`src/rtl/div_pkg.sv`:
```
// Shared definitions for the restoring divider.
// Holds the controller state encoding and the default operand width used
// by the divider top level and its controller.
package div_pkg;

  // Default operand/result width of the divider.
  localparam int DIV_WIDTH_DEFAULT = 8;

  // Controller states: waiting for a request, iterating, presenting results.
  typedef enum logic [1:0] {
    IDLE = 2'd0,
    RUN  = 2'd1,
    DONE = 2'd2
  } div_state_t;

endpackage

```
`src/rtl/div_controller.sv`:
```
// Sequencing FSM and bit counter for the restoring divider.
// Ports:
//   clk_i          clock, rising edge
//   rst_i          asynchronous active-high reset
//   start_i        division request, only honoured in IDLE
//   divisorZero_i  the divisor presented with start_i is zero
//   load_o         accept strobe for a normal division (load the datapath)
//   shift_o        one restoring iteration happens on this edge
//   finish_o       last iteration: capture the computed results
//   dbzFinish_o    accept of a zero divisor: capture the fixed dbz results
//   busy_o         an operation is in progress (RUN or DONE)
//   done_o         results are valid this cycle
module div_controller
  import div_pkg::*;
#(
  parameter int WIDTH = DIV_WIDTH_DEFAULT
) (
  input  logic clk_i,
  input  logic rst_i,
  input  logic start_i,
  input  logic divisorZero_i,
  output logic load_o,
  output logic shift_o,
  output logic finish_o,
  output logic dbzFinish_o,
  output logic busy_o,
  output logic done_o
);

  localparam int CW = $clog2(WIDTH + 1);

  div_state_t    state_q, state_d;
  logic [CW-1:0] count_q, count_d;

  // State and bit counter registers; reset returns to IDLE with a cleared count.
  always_ff @(posedge clk_i or posedge rst_i) begin
    if (rst_i) begin
      state_q <= IDLE;
      count_q <= '0;
    end else begin
      state_q <= state_d;
      count_q <= count_d;
    end
  end

  // Next-state and strobe logic. The final iteration (count 1) happens on the
  // same edge that enters DONE, so results are captured from the datapath's
  // next values and the counter lands on 0 exactly as DONE is entered.
  // A zero divisor skips RUN entirely and enters DONE on the accept edge.
  always_comb begin
    state_d     = state_q;
    count_d     = count_q;
    load_o      = 1'b0;
    shift_o     = 1'b0;
    finish_o    = 1'b0;
    dbzFinish_o = 1'b0;
    case (state_q)
      IDLE: begin
        if (start_i) begin
          if (divisorZero_i) begin
            state_d     = DONE;
            dbzFinish_o = 1'b1;
          end else begin
            state_d = RUN;
            count_d = CW'(WIDTH);
            load_o  = 1'b1;
          end
        end
      end
      RUN: begin
        shift_o = 1'b1;
        count_d = count_q - CW'(1);
        if (count_q == CW'(1)) begin
          state_d  = DONE;
          finish_o = 1'b1;
        end
      end
      DONE: begin
        state_d = IDLE;
      end
      default: begin
        state_d = IDLE;
      end
    endcase
  end

  // Status is decoded straight from the state register.
  assign busy_o = (state_q != IDLE);
  assign done_o = (state_q == DONE);

endmodule

```
`src/rtl/divider.sv`:
```
// Unsigned restoring shift-subtract divider, one quotient bit per clock, MSB first.
// Ports:
//   clk_in     clock, rising edge
//   rst_in     asynchronous active-high reset
//   start      request, accepted only when idle
//   dividend   numerator, sampled on the accept edge
//   divisor    denominator, sampled on the accept edge
//   quotient   registered result, updated on entry to DONE
//   remainder  registered result, updated on entry to DONE
//   busy       high from the accept edge until DONE is left
//   done       one-cycle pulse when results are valid
//   dbz        divide-by-zero flag, held alongside the results
module divider
  import div_pkg::*;
#(
  parameter int WIDTH = DIV_WIDTH_DEFAULT
) (
  input  logic             clk_in,
  input  logic             rst_in,
  input  logic             start,
  input  logic [WIDTH-1:0] dividend,
  input  logic [WIDTH-1:0] divisor,
  output logic [WIDTH-1:0] quotient,
  output logic [WIDTH-1:0] remainder,
  output logic             busy,
  output logic             done,
  output logic             dbz
);

  logic load, shift, finish, dbzFinish;

  logic [WIDTH:0]   rem_q, rem_d;
  logic [WIDTH-1:0] shift_q, shift_d;
  logic [WIDTH-1:0] div_q, div_d;
  logic [WIDTH-1:0] quotient_q, quotient_d;
  logic [WIDTH-1:0] remainder_q, remainder_d;
  logic             dbz_q, dbz_d;

  logic [WIDTH+1:0] trial;
  logic             trialNeg;
  logic [WIDTH:0]   remNext;
  logic [WIDTH-1:0] shiftNext;

  div_controller #(
    .WIDTH(WIDTH)
  ) u_ctrl (
    .clk_i        (clk_in),
    .rst_i        (rst_in),
    .start_i      (start),
    .divisorZero_i(divisor == '0),
    .load_o       (load),
    .shift_o      (shift),
    .finish_o     (finish),
    .dbzFinish_o  (dbzFinish),
    .busy_o       (busy),
    .done_o       (done)
  );

  // One restoring iteration. The partial remainder is always below the
  // divisor, so {rem, next dividend bit} fits in WIDTH+1 bits; one extra bit
  // on the trial difference holds the borrow that marks a negative result.
  always_comb begin
    trial     = {rem_q, shift_q[WIDTH-1]} - {2'b00, div_q};
    trialNeg  = trial[WIDTH+1];
    remNext   = trialNeg ? {rem_q[WIDTH-1:0], shift_q[WIDTH-1]} : trial[WIDTH:0];
    shiftNext = {shift_q[WIDTH-2:0], ~trialNeg};
  end

  // Datapath next-state: load on accept, iterate in RUN, and capture results
  // only on entry to DONE so the outputs hold between operations.
  always_comb begin
    rem_d       = rem_q;
    shift_d     = shift_q;
    div_d       = div_q;
    quotient_d  = quotient_q;
    remainder_d = remainder_q;
    dbz_d       = dbz_q;
    if (load) begin
      rem_d   = '0;
      shift_d = dividend;
      div_d   = divisor;
    end else if (shift) begin
      rem_d   = remNext;
      shift_d = shiftNext;
    end
    if (finish) begin
      quotient_d  = shiftNext;
      remainder_d = remNext[WIDTH-1:0];
      dbz_d       = 1'b0;
    end else if (dbzFinish) begin
      quotient_d  = '1;
      remainder_d = dividend;
      dbz_d       = 1'b1;
    end
  end

  // Datapath and result registers, all cleared by reset.
  always_ff @(posedge clk_in or posedge rst_in) begin
    if (rst_in) begin
      rem_q       <= '0;
      shift_q     <= '0;
      div_q       <= '0;
      quotient_q  <= '0;
      remainder_q <= '0;
      dbz_q       <= 1'b0;
    end else begin
      rem_q       <= rem_d;
      shift_q     <= shift_d;
      div_q       <= div_d;
      quotient_q  <= quotient_d;
      remainder_q <= remainder_d;
      dbz_q       <= dbz_d;
    end
  end

  assign quotient  = quotient_q;
  assign remainder = remainder_q;
  assign dbz       = dbz_q;

endmodule

```
`config.mk`:
```
export PLATFORM = sky130hd
export DESIGN_NAME = divider
export DESIGN_NICKNAME = d
export VERILOG_FILES = /design/src/rtl/div_pkg.sv /design/src/rtl/div_controller.sv /design/src/rtl/divider.sv
export SDC_FILE = /design/constraint.sdc
export NUM_CORES = 1
export LEC_CHECK = 0
export CAP_MARGIN = 40
export CORE_ASPECT_RATIO = 2
export CORE_MARGIN = 2
export CORE_UTILIZATION = 40
export DETAILED_ROUTE_END_ITERATION = 8
export HOLD_SLACK_MARGIN = 0.15
export SYNTH_ARGS = -nofsm -noshare
export SYNTH_HDL_FRONTEND = slang
export SYNTH_SLANG_ARGS = --single-unit
```
`constraint.sdc`:
```
create_clock -name clk_in -period 2.7 [get_ports clk_in]
set_input_delay 0.405 -clock clk_in [delete_from_list [all_inputs] [get_ports clk_in]]
set_output_delay 0.405 -clock clk_in [all_outputs]
set_load 0.05 [all_outputs]
```
Yosys cells after proc, flatten, opt, wreduce, memory -nomap -nowiden --
Cells that the tools add are included.
Operators by class: add/subtract/negate cells 2, equality and inequality tests 6, mux-type cells 27, bitwise gates (word level) 1, reductions and logical operators 8
Operators by type and width (number):
- $mux 8 | 6
- $mux 9 | 3
- $mux 1 | 11
- $sub 10x8->10 | 1
- $logic_not 8->1 | 1
- $mux 4 | 2
- $pmux 4 s2 | 1
- $reduce_bool 2->1 | 4
- $mux 2 | 3
- $eq 4x1->1 const B | 1
- $ne 2x2->1 const B | 2
- $pmux 2 s2 | 1
- $sub 4x1->4 const B | 1
- $reduce_and 3->1 | 1
- $eq 2x1->1 const B | 1
- $eq 2x2->1 const B | 1
- $logic_not 2->1 | 1
- $ne 2x1->1 const B | 1
- $reduce_and 2->1 | 1
- $not 1->1 | 1
Storage, ports and cells: register bits 48, bits of input ports 19, output and inout bits 19, logic and storage cells 52

Longest topological paths before layout --
depth after elaboration 6, depth in mapped cells 10, gate-level depth less buffers 10

Cells and area by module --
From an unflattened synthesis, not the netlist that was laid out.
Second synthesis, totals: cells, all modules 302, area total of the unflattened synthesis 2790.2 um^2
Modules (own cells, without submodules):
- divider | instances 1, cells an instance 265, area an instance 2439.8 um^2, sequential area each 1051.0 um^2
- div_controller | instances 1, cells an instance 37, area an instance 350.3 um^2, sequential area each 150.1 um^2

Worst setup path before layout --
Ideal clock, no wire load.
path type flip-flop to flip-flop, start register rem_q[5], end register remainder_q[5] (netlist: remainder[5]), library setup time 0.136 ns, data arrival time 1.998 ns, data required time 2.564 ns, setup slack 0.567 ns, stages on the path, launching flop included 9, path buffers 1, clock period less this slack 2.133 ns, cells stage by stage dfrtp_1 ha_1 a21o_1 a21oi_2 nor4b_2 xnor2_1 buf_6 mux2i_1 o21ai_0
Between the ends: word-level cells in the longest chain between the ends 3
Ends and longest elaborated chain:
- start, declared | RTL line divider.sv:32 | logic [WIDTH:0] rem_q, rem_d;
- start signal, assigned | RTL line divider.sv:107 | rem_q <= rem_d;
- $sub 10x8->10 | RTL line divider.sv:63 | trial = {rem_q, shift_q[WIDTH-1]} - {2'b00, div_q};
- $mux 9 | RTL line divider.sv:65 | remNext = trialNeg ? {rem_q[WIDTH-1:0], shift_q[WIDTH-1]} : trial[WIDTH:0];
- $mux 8 | RTL line divider.sv:86 | if (finish) begin
- end signal, assigned | RTL line divider.sv:111 | remainder_q <= remainder_d;
- end, declared | RTL line divider.sv:36 | logic [WIDTH-1:0] remainder_q, remainder_d;
No other way between the ends. A chain may end at the register's enable or synchronous reset.

Worst setup path after layout --
start register rem_q[5], end register rem_q[0]
Between the ends: word-level cells in the longest chain between the ends 4
Ends and longest elaborated chain:
- $sub 10x8->10 | RTL line divider.sv:63
- $mux 9 | RTL line divider.sv:65
- $mux 9 | RTL line divider.sv:82 | end else if (shift) begin
- $mux 9 | RTL line divider.sv:78 | if (load) begin
No other way between the ends. The select of a mux whose other input is x is not followed.

==> results.cfg <==
[cells_and_area]
final_nets = 327
layout-area-overhead-vs-synth_pct = 23.6
antenna_cells_inserted = 0
post_route_cells_drive_above_1_share_pct = 11.4
post_layout_nonfiller_instances = 360

[detailed_routing]
routed_via_density = 5.31
drtIter0Drc = 104
detail-route-antenna-nets = 0
detailedRoute.firstPassIterationCount = 5
wirelength_met1_um = 2100
post_drt_wl_per_cell_um = 15.7
drcViolationCount = 0
top_signal_layer_used = met4
num_vias = 1913
wl_met3_um = 167
met2RoutedLength_um = 3220
drt-total-wl_um = 5650

[clocking]
cts-hold-fix-buffers = 0
cts_made_buffers = 5
cts.reportedPaths.clkPinSlew_ps = 60
postCtsResizedCells = 0
clock_insertion_delay_worst_skew_ps = 280
number_of_h_tree_levels = 2
root_buffer = sky130_fd_sc_hd__clkbuf_16
cts.repair_timing.setup_buffer_count = 0
clock_tree_from_tritoncts = yes
max-clock-path-buffers = 2
cts.sinks = 48

[yosys]
synth_common_cells = sky130_fd_sc_hd__dfrtp_1, sky130_fd_sc_hd__nand2_1, sky130_fd_sc_hd__o21ai_0
seq_area_frac_synth_pct = 48.2
dominant_cell_type_by_area_after_synthesis = sky130_fd_sc_hd__dfrtp_1
postSynth.topFlopCell = sky130_fd_sc_hd__dfrtp_1
ys_ff_latch = 48
async_reset_ff_share_pct = 100
dominant_cell_by_count_in_the_synthesized_netlist = sky130_fd_sc_hd__dfrtp_1
ys_warn_count = 0
netlist-cell-type-count = 39
syn_area_per_cell_sq_um = 9.82
netlist.area_leader.share_pct = 48.2
count_of_flip_flops_with_a_built_in_enable_after_synthesis = 0
netlist_top_cells_area = sky130_fd_sc_hd__dfrtp_1, sky130_fd_sc_hd__o21ai_0, sky130_fd_sc_hd__ha_1
synthesized_netlist_cell_count = 254
synth_net_count = 284
syn_area_sq_um = 2490

[setup_path]
family_of_cells_with_the_greatest_summed_delay_on_the_critical_path = compound AO/OA/AOI/OAI gates
critical_path_arrival_ps = 2720
setup.worst_path.end_class = register
critical_path.reg2reg.startpoint = rem_q[5]
worstPathRequired_ps = 2890
crit_path_max_incr_delay_ps = 400
crit_buf_inv = 1
worst_setup_path_type = reg -> reg
path_cells = ha_1 > a21o_1 > a21oi_2 > nor4b_2 > xnor2_1 > buf_4 > mux2_2 > o21ai_0
cp_slowest_cell = sky130_fd_sc_hd__dfrtp_1
beginning_of_the_critical_path = rem_q[5]
path_max_fanout = 12
critical_path.startpoint_type = register

[timing]
final.min_clock_period_ps = 2530
max_freq_mhz = 396
finalSetupViolations = 0
fin_worst_hold_slack_ps = 385
maxSlewHeadroom_pct = 47.7
fin_setup_tns_ps = 0
finalHoldViolations = 0
finalWorstSetupSlack_ps = 175
setup_repair_after_global_routing_missed_its_margin = no
worst_pin_slew_ps = 781
layout_worst_path_cycle_share_pct = 93.5
timing.clock.skew_ps = 3.40
final_max_slew_viol_count = 0

[die]
dieHeight_um = 116
core-area_sq_um = 6010
initial_utilization_pct = 41.5
design.die.area_sq_um = 6920
rows = 40
die_width_um = 59.8
ioPinCount = 38

[global_routing]
total_overflow_reported_by_the_global_router = 0
first_global_vias = 1878
grt_use_total_pct = 18.1
grt_first_pass_wirelength_um = 9380
grt_start_max_net_pins = 35
antenna_found_initial = 0

[hold_path]
worst_hold_path_type = in -> async

[pwr]
vdd_drop_max_v = 0.000648
p_switching_mw = 2.10
power.combinational.fraction_pct = 59.8
power.density_nw_per_um2 = 1500
power.sequential.fraction_pct = 27.6
power_frac_clock_pct = 12.6
swShare_pct = 45.4
leakagePower_nw = 1.41
p_int_mw = 2.53
power.total_mw = 4.63

[placed_design]
dp.cells = 353
portBuffers = 37
dp_hpwl_um = 4420
pre_cts_worst_setup_slack_ps = 133
finalWeightedCongestion = 0.928

[job]
timing.max_cap.violations = 0

[status]
outcome = finished clean
per-stage QoR:
stage / util (%) / instance area (sq um)
floorplan: - / 2490
global placement: 49.1 / 2950
detailed placement: 49.1 / 2950
CTS: 51.3 / 3080
global route: 51.3 / 3080
finish: 51.3 / 3080
worst paths after layout:
path                       depth (start not counted)                 to  slack (ps)
min                                                2  u_ctrl.state_q[1]         390
min reg2reg                                        1                dbz         490
max                                                8           rem_q[0]         170
min in group clk_in                                1                dbz         490
max in group asynchronous                          3       remainder[4]        1710
max reg2reg                                        8           rem_q[0]         170
cell families (layout without fill, tap and decap cells):
group                      Yosys count  in the layout  synth area share [%]
xor gates and xnor gates             8              8                  2.81
adders and majority gates           11             11                  5.82
AOI/OAI and AO/OA                   63             63                  15.8
buffers and inverters               34             77                  6.22
muxes                               17             17                  7.63
and+or+nand+nor                     73             73                  13.5
DFF                                 48             48                  48.2
cell type report:
class | count | area (sq um)
clock buffer | 6 | 129
multi-input combinational | 172 | 1140
inverter | 23 | 86.3
fill | 551 | 2920
clock inverter | 1 | 5.00
sequential | 48 | 1200
tap | 63 | 78.8
timing repair buffer | 47 | 445
routing by layer:
layer  vias to the layer above  track usage [%]
met3                         7             2.90
met2                        40             32.6
met1                       903             20.0
met4                         0             7.85
met5                         -                0
li1                        963                -
cells in the final DEF (no fill, tap or decap), types with 2 or more instances in the layout:
master,n
sky130_fd_sc_hd__o21ai_0,26
sky130_fd_sc_hd__mux2_2,8
sky130_fd_sc_hd__a211oi_1,3
sky130_fd_sc_hd__a222oi_1,8
sky130_fd_sc_hd__o211ai_1,2
sky130_fd_sc_hd__mux2_4,2
sky130_fd_sc_hd__nand2_1,33
sky130_fd_sc_hd__o21ai_1,2
sky130_fd_sc_hd__a21oi_1,15
sky130_fd_sc_hd__ha_1,10
sky130_fd_sc_hd__inv_1,22
sky130_fd_sc_hd__buf_4,10
sky130_fd_sc_hd__dfrtp_1,48
sky130_fd_sc_hd__mux2i_1,7
sky130_fd_sc_hd__nor2b_1,2
sky130_fd_sc_hd__xor2_1,3
sky130_fd_sc_hd__clkbuf_16,5
sky130_fd_sc_hd__or2_4,2
sky130_fd_sc_hd__xnor2_1,5
sky130_fd_sc_hd__clkdlybuf4s50_1,37
sky130_fd_sc_hd__nor2_1,24
sky130_fd_sc_hd__a21o_1,2
sky130_fd_sc_hd__nand3_1,3
state kept, by name, summed over array words and instances (netlist names):
register / flops
dbz: 1
div_q: 8
quotient: 8
rem_q: 9
remainder: 8
shift_q: 8
u_ctrl.count_q: 4
u_ctrl.state_q: 2
power by group through the flow:
| stage | Clock, mW | Combinational, mW | Sequential (mW) |
|---|---|---|---|
| floorplan | 0 | 1.69 | 1.64 |
| global placement | 0 | 2.74 | 1.29 |
| detailed placement | 0 | 2.78 | 1.30 |
| global route | 0.626 | 3.06 | 1.33 |
| finish | 0.585 | 2.77 | 1.28 |
| CTS | 0.602 | 2.80 | 1.28 |
(Power assumes the default switching activity.)
